**config.mk**
```make
export PLATFORM = sky130hd
export DESIGN_NAME = stopwatch_counter
export DESIGN_NICKNAME = d
export VERILOG_FILES = /design/src/rtl/stopwatch_counter.sv
export SDC_FILE = /design/constraint.sdc
export NUM_CORES = 1
export LEC_CHECK = 0
export CAP_MARGIN = 20
export CORE_ASPECT_RATIO = 1.2
export CORE_MARGIN = 2
export CORE_UTILIZATION = 55
export CTS_CLUSTER_SIZE = 20
export DETAILED_ROUTE_END_ITERATION = 6
export PLACE_DENSITY = 0.77
export SLEW_MARGIN = 20
export SYNTH_ARGS = -nofsm -noshare
export SYNTH_HDL_FRONTEND = slang
export SYNTH_SLANG_ARGS = --single-unit
```
**constraint.sdc**
```tcl
create_clock -name clk -period 2.6 [get_ports clk]
set_clock_uncertainty 0.05 [all_clocks]
set_input_delay 0.52 -clock clk [delete_from_list [all_inputs] [get_ports clk]]
set_output_delay 0.52 -clock clk [all_outputs]
set_load 0.02 [all_outputs]
```
**src/rtl/stopwatch_counter.sv**
```systemverilog
// BCD stopwatch core: counts MM:SS.hh on a divided tick, driven by a start/stop/lap/clear FSM,
// with display registers that can be frozen for lap readout.
module stopwatch_counter #(
    parameter int TICK_DIV = 1
) (
    input  logic       clk,
    input  logic       reset,
    input  logic       tick,
    input  logic       start_stop,
    input  logic       lap,
    input  logic       clear,
    output logic [2:0] disp_min_t,
    output logic [3:0] disp_min_u,
    output logic [2:0] disp_sec_t,
    output logic [3:0] disp_sec_u,
    output logic [3:0] disp_hun_t,
    output logic [3:0] disp_hun_u,
    output logic       running,
    output logic       lap_active,
    output logic       overflow
);
    typedef enum logic [1:0] {IDLE, RUN, LAP, PAUSE} state_t;

    // Digit 0 is hundredths units, digit 5 is minutes tens.
    localparam logic [5:0][3:0] DIG_MAX = {4'd5, 4'd9, 4'd5, 4'd9, 4'd9, 4'd9};
    localparam logic [7:0] PRESC_LAST = 8'(TICK_DIV - 1);

    state_t          state_reg, state_next;
    logic [7:0]      presc_reg, presc_next;
    logic [5:0][3:0] cnt_reg, cnt_next, inc_cnt;
    logic [6:0]      carry;
    logic            overflow_reg, overflow_next;
    logic            running_reg, lap_reg;
    logic [2:0]      disp_min_t_reg, disp_sec_t_reg;
    logic [3:0]      disp_min_u_reg, disp_sec_u_reg, disp_hun_t_reg, disp_hun_u_reg;
    logic            counting, clear_ok, adv, disp_load;

    assign counting = (state_reg == RUN) || (state_reg == LAP);
    assign clear_ok = clear && ((state_reg == IDLE) || (state_reg == PAUSE));
    assign adv      = counting && tick && (presc_reg == PRESC_LAST);

    // clear beats start_stop beats lap; clear is only accepted in IDLE/PAUSE.
    always_comb begin
        state_next = state_reg;
        case (state_reg)
            IDLE:    if (clear) state_next = IDLE;
                     else if (start_stop) state_next = RUN;
            RUN:     if (start_stop) state_next = PAUSE;
                     else if (lap) state_next = LAP;
            LAP:     if (start_stop) state_next = PAUSE;
                     else if (lap) state_next = RUN;
            PAUSE:   if (clear) state_next = IDLE;
                     else if (start_stop) state_next = RUN;
            default: state_next = IDLE;
        endcase
    end

    always_comb begin
        presc_next = presc_reg;
        if (clear_ok || ((state_reg == IDLE) && (state_next == RUN)))
            presc_next = 8'd0;
        else if (counting && tick)
            presc_next = (presc_reg == PRESC_LAST) ? 8'd0 : presc_reg + 8'd1;
    end

    always_comb begin
        carry    = '0;
        carry[0] = adv;
        for (int i = 0; i < 6; i++)
            carry[i+1] = carry[i] && (cnt_reg[i] == DIG_MAX[i]);
    end

    genvar gi;
    generate
        for (gi = 0; gi < 6; gi++) begin : g_digit
            assign inc_cnt[gi] = !carry[gi] ? cnt_reg[gi] :
                                 (cnt_reg[gi] == DIG_MAX[gi]) ? 4'd0 : cnt_reg[gi] + 4'd1;
        end
    endgenerate

    assign cnt_next      = clear_ok ? '0 : inc_cnt;
    assign overflow_next = clear_ok ? 1'b0 : (overflow_reg || carry[6]);
    // The display freezes only while we stay in LAP; entering or leaving LAP loads live.
    assign disp_load     = !((state_reg == LAP) && (state_next == LAP));

    always_ff @(posedge clk) begin
        if (reset) begin
            state_reg      <= IDLE;
            presc_reg      <= 8'd0;
            cnt_reg        <= '0;
            overflow_reg   <= 1'b0;
            running_reg    <= 1'b0;
            lap_reg        <= 1'b0;
            disp_min_t_reg <= 3'd0;
            disp_min_u_reg <= 4'd0;
            disp_sec_t_reg <= 3'd0;
            disp_sec_u_reg <= 4'd0;
            disp_hun_t_reg <= 4'd0;
            disp_hun_u_reg <= 4'd0;
        end else begin
            state_reg    <= state_next;
            presc_reg    <= presc_next;
            cnt_reg      <= cnt_next;
            overflow_reg <= overflow_next;
            running_reg  <= (state_next == RUN) || (state_next == LAP);
            lap_reg      <= (state_next == LAP);
            if (disp_load) begin
                disp_min_t_reg <= cnt_next[5][2:0];
                disp_min_u_reg <= cnt_next[4];
                disp_sec_t_reg <= cnt_next[3][2:0];
                disp_sec_u_reg <= cnt_next[2];
                disp_hun_t_reg <= cnt_next[1];
                disp_hun_u_reg <= cnt_next[0];
            end
        end
    end

    assign disp_min_t = disp_min_t_reg;
    assign disp_min_u = disp_min_u_reg;
    assign disp_sec_t = disp_sec_t_reg;
    assign disp_sec_u = disp_sec_u_reg;
    assign disp_hun_t = disp_hun_t_reg;
    assign disp_hun_u = disp_hun_u_reg;
    assign running    = running_reg;
    assign lap_active = lap_reg;
    assign overflow   = overflow_reg;
endmodule

```
* Word-level counts from Yosys, hierarchy flattened
Cells that the tools add are included.
Word-level totals: register bits after elaboration 59, input port bits 6, output and inout port bits 25
Cells by class: add/sub/neg operators 7, equal/unequal tests 11, mux-type cells 21, reductions and logical operators 21
Operator list (count):
- two-way mux 4 bit | 11
- adder 4 x 1 -> 4 bit, second input constant | 6
- two-way mux 23 bit | 1
- equality test 4 bit, second input constant | 4
- two-way mux 2 bit | 6
- logical AND 1 bit | 11
- adder 8 x 1 -> 8 bit, second input constant | 1
- equality test 4 x 3 -> 1 bit, second input constant | 2
- zero test 8 bit | 1
- two-way mux 8 bit | 1
- equality test 2 bit, second input constant | 3
- case mux 2 bit (3 select lines) | 1
- OR reduction 2 bit | 3
- logical OR 1 bit | 5
- equality test 2 x 1 -> 1 bit, second input constant | 2
- two-way mux 3 bit | 1
- zero test 2 bit | 1

* Longest topological paths before layout
Gate-level depths: netlist (run 1).
word-level depth 11, gate-level depth with buffers 13, mapped depth without buffers 12

* Worst setup path after synthesis (run 1)
OpenSTA, ideal clock, no wires.
path type reg-to-reg, start reg state_reg[1], end reg disp_min_u_reg[1] (netlist: disp_min_u[1]), data arrival time 2.021 ns, required time 2.420 ns, slack 0.399 ns, stages on the path, launching flop included 13, buffers on the path 1, cell sequence dfxtp_1 > inv_1 > ha_1 > o21ai_0 > a21oi_1 > nor2_1 > o32ai_1 > inv_1 > ha_1 > nand2_1 > nand2_1 > clkbuf_1 > o21ai_0
On the way: elaborated cells on any way between the ends 25, those cells by class eq/ne: 4; mux: 9; reduce/logical: 12
RTL lines:
- start: declaration | line 28 | state_t state_reg, state_next;
- start signal: assignment | line 101 | state_reg <= state_next;
- equality test 2 bit, or another cell as far along | line 45 | case (state_reg)
- OR reduction 2 bit (no source line), or another cell as far along
- case mux 2 bit (3 select lines) * | line 45
- via state_next[1] | line 28
- equality test 2 bit * | line 84 | assign disp_load = !((state_reg == LAP) && (state_next == LAP));
- logical AND 1 bit * | line 84
- end signal: assignment | line 109 | disp_min_u_reg <= cnt_next[4];
- end: declaration | line 35 | logic [3:0] disp_min_u_reg, disp_sec_u_reg, disp_hun_t_reg, disp_hun_u_reg;
Mark *: on every way through the listed nets, which the timed path passes. The rest lies on a longest branch. A chain may end at the register's enable or synchronous reset.

* Worst setup path after layout (run 1)
start reg state_reg[1], end reg disp_sec_u_reg[1] (netlist: disp_sec_u[1])
On the way: elaborated cells on any way between the ends 23, those cells by class eq/ne: 4; mux: 9; reduce/logical: 10
RTL lines:
- equality test 2 bit, or another cell as far along | line 45
- OR reduction 2 bit (no source line), or another cell as far along
- case mux 2 bit (3 select lines) * | line 45
- via state_next[1] | line 28
- equality test 2 bit * | line 84
- logical AND 1 bit * | line 84
- end signal: assignment | line 111 | disp_sec_u_reg <= cnt_next[2];
- end: declaration | line 35
Marked as above.

==> results of run 1 <==
## metrics by stage
stage / TNS [ns] / util / power (mW) / setup slack, ns
4_1_cts: 0 / 0.7157 / 1.865 / 0.1515
5_1_grt: 0 / 0.7198 / 1.928 / 0.01029
3_5_place_dp: -2.878 / 0.6762 / 1.125 / -0.2118
6_report: 0 / 0.7198 / 1.854 / 0.2430
3_3_place_gp: -1.493 / 0.6762 / 1.122 / -0.1122
2_1_floorplan: 0 / - / 1.044 / 0.3994
## cell usage after synthesis, types with 2 or more instances
cell	instances
a21oi_1	15
a22o_1	2
a31oi_1	2
and2_1	3
and3_1	3
and4bb_2	2
buf_2	2
clkbuf_1	6
dfxtp_1	59
ha_1	7
inv_1	14
mux2i_1	5
nand2_1	22
nand2b_1	3
nand3_1	12
nand3_2	2
nand3b_1	2
nand4_1	7
nor2_1	38
nor2b_1	5
nor3_1	11
nor3b_1	2
nor4_1	3
o21ai_0	15
o21ai_1	3
o31ai_1	2
o32ai_1	2
xnor2_1	8
xor2_1	9
## path summary, 6_finish.rpt
check	cells past startpoint	end	start	slack [ns]
hold reg to reg	2	disp_min_t[0]	disp_min_t[0]	0.40
hold / removal	2	disp_min_t[0]	disp_min_t[0]	0.40
setup reg to reg	13	disp_sec_u[1]	state_reg[1]	0.24
setup / recovery	13	disp_sec_u[1]	state_reg[1]	0.24
## layer usage
metal / track usage / routed length (um) / up-vias
li1: - / - / 1134
met1: 0.2610 / 2415 / 1042
met2: 0.3970 / 2663 / 38
met3: 0.03808 / 183 / 8
met4: 0.1245 / 70 / 0
met5: 0 / 0 / -
## critical path, cell delays in order, from the launching register on
cell and delay, ns:
dfxtp_2 0.36, inv_1 0.08, ha_4 0.29, o21ai_0 0.09
a21oi_1 0.16, nor2_1 0.06, o32ai_1 0.17, inv_1 0.09
ha_1 0.20, nand2_1 0.13, buf_4 0.12, nand2_1 0.11
buf_4 0.22, o21ai_0 0.16
## cell families (layout without fill, tap and decap cells)
family | Yosys count | after routing | synth area share
muxes | 5 | 5 | 0.01901
and+or+nand+nor | 126 | 126 | 0.2681
buffers and inverters | 24 | 79 | 0.03850
adders and majority gates | 7 | 7 | 0.03327
DFF | 59 | 59 | 0.4487
AOI/OAI and AO/OA | 56 | 56 | 0.1359
xor gates and xnor gates | 17 | 17 | 0.05656
## cell type report
type	instances	area [sq um]	share of cell area
multi-input combinational	211	1370	0.4143
sequential	59	1182	0.3575
timing repair buffer	50	450.4	0.1362
clock buffer	13	168.9	0.05108
tap	58	72.57	0.02194
inverter	14	52.55	0.01589
clock inverter	2	10.01	0.003027
## power by group through the flow
stage	Sequential (mW)	Combinational [mW]	Clock (mW)
final	0.924	0.187	0.742
after CTS	0.923	0.183	0.759
after global routing	0.925	0.207	0.796
after detailed placement	0.943	0.181	0
after floorplan	0.949	0.0955	0
after global placement	0.943	0.179	0
## timing repair
action	in CTS	in global routing
endpoints found under the setup margin	14	17
hold buffers	0	0
gates resized for setup	1	4
endpoints found under the hold margin	0	0
cloned	0	0
==> flow_summary.ini, run 1 <==
[status]
status = complete, no violations

[clocking]
htree_levels = 3
clk_pin_slew_ns = 0.06
cts_tree = built
clock_latency_ns = 0.33
cts_setup_buffers = 0
cts_root_buf = clkbuf_8
numCtsBuffers = 9
cts_max_path_buffers = 2
clock_sink_count = 59

[final_layout]
layout_common_cells = 58 x dfxtp_1, 37 x nor2_1, 30 x clkdlybuf4s50_1, 22 x nand2_1, 20 x buf_4
largest_reg_flops = 24
n_antenna_cell = 0
layout_commonest_cell = dfxtp_1
layout.cells.non_filler = 407
area_growth_pct = 25.62
drive_gt1_frac = 0.1519
fillers = 386
finalNetCount = 358
final_area_sq_um = 3307

[critical_path]
crit_type = register to register
required_ns = 2.81
worst_setup_path_start_kind = register
cp_data_arrival_time_ns = 2.57
end_kind = register
path_max_fanout = 10

[global_route]
grt_usage = 0.2286
overflow = 0
grt_start_max_net_pins = 23
grt_pass1_wl_um = 9218
grt_pass1_vias = 2156
antenna_found_initial = 0

[logic_synthesis]
netlist_area_sq_um = 2633
yosysSeqAreaShare = 0.4487
netlist_instances = 294
synth.largest_area_cell = dfxtp_1
synth_edf_count = 0
ys_ff_latch = 59
synth-main-ff-cell = dfxtp_1
syn_nets = 307
synth_cell_types = 57
synthArstFlopShare = 0
synth_warnings = 0
ys_top_cells_by_area = dfxtp_1 45%, nor2_1 5.4%, ha_1 3.3%
yosysTopAreaCellShare = 0.4487
syn_avg_cell_area_sq_um = 8.954

[power_and_ir_drop]
powerDensity_nw_per_um2 = 560.6
p_sw_mw = 0.4424
peakVddDrop_uv = 390.4
switching_share = 0.2386
seq_power_share = 0.498
p_int_mw = 1.411
p_leak_nw = 1.210
combPwrFrac = 0.101
clkPwrFrac = 0.400

[timing]
fmax_ghz = 0.4243
setup_viol = 0
finalHoldViolations = 0
tightestPinTransition_ns = 0.4089
max-slew-margin-rel = 0.7268
finalMaxSlewViolations = 0
holdWs_ns = 0.3997
rsz0062_at_grt = false
finalCriticalPeriod_ns = 2.357
min_period_over_period = 0.9065

[routing]
firstDrtPassIters = 4
drt-total-wl_um = 5333
wl_per_cell_um = 13.10
postRouteAntennaNets = 0
post-route-drc-count = 0
viasPerCell = 5.459
initialDrtViolationCount = 70
vias = 2222

[placement]
postPlaceCellArea_sq_um = 3107
gp_congestion = 0.7937
dp_hpwl_um = 3902
dp_cells = 392
port_buffers = 30

[floorplan]
dieArea_sq_um = 5358
start_util = 0.5730
rows = 27
die_y_um = 79.79
coreArea_sq_um = 4594
dieWidth_um = 67.16
pin_count = 31

[hold_path]
hp-class = register to register

[flow_run]
max_cap_violations = 0
(Power assumes the default switching activity.)
==> inputs of run 2 (changes only) <==
--- a/config.mk
+++ b/config.mk
@@ -11,7 +11,7 @@
 export CORE_UTILIZATION = 55
 export CTS_CLUSTER_SIZE = 20
 export DETAILED_ROUTE_END_ITERATION = 6
-export PLACE_DENSITY = 0.77
+export PLACE_DENSITY_LB_ADDON = 0.25
 export SLEW_MARGIN = 20
 export SYNTH_ARGS = -nofsm -noshare
 export SYNTH_HDL_FRONTEND = slang
==> run 2 against run 1 <==
Against the previous run:
- clock power hardly changed
- sequential power barely moved
- power down 0.63%
- fmax fell by 0.68%
- first-iteration DRC count increased by 110%
- global-route usage rose by 1.4 points
- flip-flop and latch count unchanged
- sequential share of layout area grew 0.61 points
- critical path type unchanged
==> flow_summary.ini, run 2 (synthesized netlist as in run 1, its figures left out) <==
[final_layout]
ff_latch_area_sq_um = 1181
layout_commonest_cell = dfxtp_1
layout.cells.non_filler = 401
post-route-util = 0.7070
area_growth_pct = 23.38
n_antenna_cell = 0
layout_common_cells = 59 x dfxtp_1, 37 x nor2_1, 30 x clkdlybuf4s50_1, 22 x nand2_1
drive_gt1_frac = 0.1341
fillers = 393
multiInputGateArea_sq_um = 1353
largest_reg_flops = 24
final_area_sq_um = 3248
finalNetCount = 351

[power_and_ir_drop]
p_sw_mw = 0.4653
seq_power_share = 0.501
power_mw = 1.842
peakVddDrop_uv = 405.8
combPwrFrac = 0.096
switching_share = 0.2526
p_int_mw = 1.377
clkPwrFrac = 0.403
powerDensity_nw_per_um2 = 567.1
p_leak_nw = 1.178

[routing]
firstDrtPassIters = 6
vias = 2262
drt-total-wl_um = 5663
postRouteAntennaNets = 0
initialDrtViolationCount = 146
viasPerCell = 5.641
post-route-drc-count = 0
wl_per_cell_um = 14.12

[global_route]
grt_usage = 0.2426
grt_pass1_vias = 2149
overflow = 0
grt_start_max_net_pins = 23
antenna_found_initial = 0
grt_pass1_wl_um = 9591

[critical_path]
cpLargestDelayFamily = compound AO/OA/AOI/OAI gates
worst_setup_path_start_kind = register
cp_data_arrival_time_ns = 2.61
worst-path-stages = 12
worstRegToRegCells = 12
worstReg2RegEnd = disp_min_t[2]
required_ns = 2.83
crit_type = register to register
r2r-start = state_reg[1]
cp_slowest_cell = dfxtp_1
cp_cell_sequence = inv_1, ha_1, o21ai_0, a21oi_1, nor2_1, o32ai_1, inv_1, ha_1, nand2_1, nand2_1, a211oi_1, a221o_1
end_kind = register
cp_slowest_stage_delay_ns = 0.38
crit_path_start = state_reg[1]
cp-endpoint = disp_min_t[2]
reg2reg_slack_ns = 0.23
worst-path-buf-inv = 2
path_max_fanout = 5

[clocking]
cts_root_buf = clkbuf_8
ctsHoldBuffers = 0
clock_sink_count = 59
cts_max_path_buffers = 2
numCtsBuffers = 9
clock_latency_ns = 0.35
ctsResizeCount = 0
cts_setup_buffers = 0
clk_pin_slew_ns = 0.06
cts_tree = built
htree_levels = 3

[floorplan]
rows = 27
pin_count = 31
dieWidth_um = 67.16
coreArea_sq_um = 4594
die_y_um = 79.79
start_util = 0.5730
dieArea_sq_um = 5358

[placement]
gp_congestion = 0.7611
postPlaceCellArea_sq_um = 3067
dp_hpwl_um = 4090
port_buffers = 30
dp_cells = 385

[timing]
min_period_over_period = 0.9127
finalCriticalPeriod_ns = 2.373
finalHoldViolations = 0
finalMaxSlewViolations = 0
fmax_ghz = 0.4214
tightestPinTransition_ns = 0.5079
holdWs_ns = 0.3971
setup_viol = 0
rsz0062_at_grt = false
max-slew-margin-rel = 0.6588

[hold_path]
hold_path.startpoint = disp_min_t[0]
hp-class = register to register

[flow_run]
max_cap_violations = 0

[status]
status = complete, no violations
run 2: cell type report:
class | instances | share of cell area
clock buffer | 11 | 0.04661
clock inverter | 5 | 0.008475
inverter | 14 | 0.01618
multi-input combinational | 211 | 0.4164
sequential | 59 | 0.3636
tap | 58 | 0.02234
timing repair buffer | 43 | 0.1263
run 2: power groups by stage:
| stage | clock, mW | combinational (mW) | sequential, mW |
|---|---|---|---|
| floorplan | 0 | 0.0955 | 0.949 |
| global placement | 0 | 0.172 | 0.944 |
| detailed placement | 0 | 0.176 | 0.944 |
| CTS | 0.754 | 0.177 | 0.924 |
| global route | 0.805 | 0.196 | 0.924 |
| finish | 0.743 | 0.176 | 0.924 |
run 2: through the flow:
step	TNS, ns	setup WS [ns]
after floorplan	0	0.3994
after global placement	0	0.08347
after detailed placement	-0.0006177	-0.0006177
after CTS	0	0.1569
after global routing	0	0.01384
final	0	0.2269
run 2: worst min-delay path, cell delays in order (launching register included):
cell and delay [ns]:
dfxtp_1 0.31, nand2_1 0.05, o21ai_1 0.05
run 2: routing by layer:
| layer | global-route usage | up-vias | routed length [um] | share of wire |
|---|---|---|---|---|
| met1 | 0.2706 | 1086 | 2369 | 0.42 |
| met3 | 0.05783 | 10 | 264 | 0.047 |
| met5 | 0 | - | 0 | 0 |
| met4 | 0.1490 | 0 | 112 | 0.020 |
| met2 | 0.4079 | 44 | 2916 | 0.51 |
| li1 | - | 1122 | - | - |
run 2: worst min-delay path by stage:
stage / slack (ns) / cells past startpoint / end
after floorplan: 0.42 / 2 / cnt_reg[22]
after global placement: 0.38 / 2 / disp_min_u[2]
after detailed placement: 0.39 / 2 / disp_min_t[0]
after CTS: 0.40 / 2 / disp_min_t[0]
after global routing: 0.43 / 2 / disp_min_t[1]
final: 0.40 / 2 / disp_min_t[0]
==> inputs of run 3 (changes only) <==
--- a/config.mk
+++ b/config.mk
@@ -11,7 +11,7 @@
 export CORE_UTILIZATION = 55
 export CTS_CLUSTER_SIZE = 20
 export DETAILED_ROUTE_END_ITERATION = 6
-export PLACE_DENSITY_LB_ADDON = 0.25
+export PLACE_DENSITY = 0.84
 export SLEW_MARGIN = 20
 export SYNTH_ARGS = -nofsm -noshare
 export SYNTH_HDL_FRONTEND = slang
==> run 3 against run 2 <==
Against the previous run:
- final area rose by 4.5%
- critical path type unchanged
- clock-buffer cell count rose by 1
- worst setup slack got worse by 0.064 ns
==> flow_summary.ini, run 3 (synthesized netlist as in run 1, its figures left out) <==
[clocking]
cts_root_buf = clkbuf_8
clock_sink_count = 59
cts_tree = built
numCtsBuffers = 9
cts_max_path_buffers = 2
cts_setup_buffers = 0
htree_levels = 3
ctsHoldBuffers = 0
clk_pin_slew_ns = 0.06
clock_latency_ns = 0.35

[routing]
vias = 2305
postRouteAntennaNets = 0
wl_per_cell_um = 15.33
initialDrtViolationCount = 103
drt-total-wl_um = 6224
firstDrtPassIters = 4
post-route-drc-count = 0
viasPerCell = 5.677

[critical_path]
path_max_fanout = 5
crit_type = register to register
cp_data_arrival_time_ns = 2.62
crit_path_start = state_reg[0]
end_kind = register
r2r-start = state_reg[0]
worst_setup_path_start_kind = register
reg2reg_slack_ns = 0.16
required_ns = 2.78

[global_route]
grt_usage = 0.2441
grt_pass1_vias = 2174
grt_start_max_net_pins = 23
grt_pass1_wl_um = 9729
antenna_found_initial = 0
overflow = 0

[power_and_ir_drop]
seq_power_share = 0.419
switching_share = 0.2227
p_int_mw = 1.712
p_sw_mw = 0.4905
power_mw = 2.202
powerDensity_nw_per_um2 = 648.8
peakVddDrop_uv = 558.1
clkPwrFrac = 0.489
p_leak_nw = 1.241
combPwrFrac = 0.092

[timing]
tightestPinTransition_ns = 0.3892
finalCriticalPeriod_ns = 2.437
fin_setup_tns_ns = 0
finalHoldViolations = 0
max-slew-margin-rel = 0.7397
finalMaxSlewViolations = 0
fmax_ghz = 0.4104
setup_viol = 0
holdWs_ns = 0.3997
rsz0062_at_grt = false
min_period_over_period = 0.9373
final.setup.worst_slack_ns = 0.1631

[floorplan]
coreArea_sq_um = 4594
dieArea_sq_um = 5358
pin_count = 31
die_y_um = 79.79
rows = 27
start_util = 0.5730
dieWidth_um = 67.16

[status]
status = complete, no violations

[final_layout]
final_area_sq_um = 3395
fillers = 357
drive_gt1_frac = 0.1609
area_growth_pct = 28.95
finalNetCount = 356
layout_commonest_cell = dfxtp_1
layout_common_cells = 59 x dfxtp_1, 37 x nor2_1, 30 x clkdlybuf4s50_1, 20 x nand2_1
layout.cells.non_filler = 406
n_antenna_cell = 0
largest_reg_flops = 24
post-route-util = 0.7388

[flow_run]
max_cap_violations = 0

[placement]
dp_hpwl_um = 4058
gp_congestion = 0.7798
place_ws_ns = -0.2014
dp_cells = 389
postPlaceCellArea_sq_um = 3084
port_buffers = 30

[hold_path]
hold_path.startpoint = disp_min_u[0]
hp-class = register to register
-- run 3: cell types whose count changed in the layout (fill, tap and decap cells not counted), sizes merged --
| cell | before | now |
|---|---|---|
| buf | 13 | 18 |
| bufinv | 0 | 3 |
| clkbuf | 11 | 12 |
| clkinv | 4 | 1 |
| clkinvlp | 1 | 0 |
-- run 3: what timing repair did --
action	CTS	global route
endpoints found under the setup margin	15	19
cloned	0	1
pin swaps	0	1
gates resized for setup	1	9
-- run 3: final timing paths --
path                   end  cells after the start
min          disp_min_u[0]                      2
max reg2reg  disp_min_t[2]                     13
max          disp_min_t[2]                     13
min reg2reg  disp_min_u[0]                      2
-- run 3: worst max-delay path: stages (launching register included) --
cell     delay (ns)
dfxtp_1        0.38
inv_1          0.11
ha_4           0.27
nor3_1         0.22
nor2_1         0.06
nor2_1         0.09
o32ai_1        0.10
inv_1          0.09
ha_1           0.22
nand2_2        0.10
buf_4          0.15
nand2_2        0.12
nor3_1         0.06
a221o_1        0.29
-- run 3: cell type report --
type,count,area [sq um],area share
tap,58,72.57,0.02138
multi-input combinational,211,1388,0.4088
clock buffer,12,165.2,0.04865
inverter,14,52.55,0.01548
timing repair buffer,48,440.4,0.1297
sequential,59,1181,0.3480
clock inverter,4,95.09,0.02801
-- run 3: routing by layer --
metal | vias to the layer above | global-route usage | wire [um]
li1 | 1135 | - | -
met1 | 1098 | 0.2646 | 2479
met2 | 59 | 0.4297 | 3301
met3 | 13 | 0.05501 | 290
met4 | 0 | 0.1327 | 153
met5 | - | 0 | 0
-- run 3: power groups by stage --
stage	Combinational, mW	Clock (mW)	Sequential (mW)
4_1_cts	0.183	1.08	0.923
2_1_floorplan	0.0955	0	0.949
3_5_place_dp	0.177	0	0.943
5_1_grt	0.218	1.13	0.924
6_report	0.202	1.08	0.924
3_3_place_gp	0.172	0	0.943
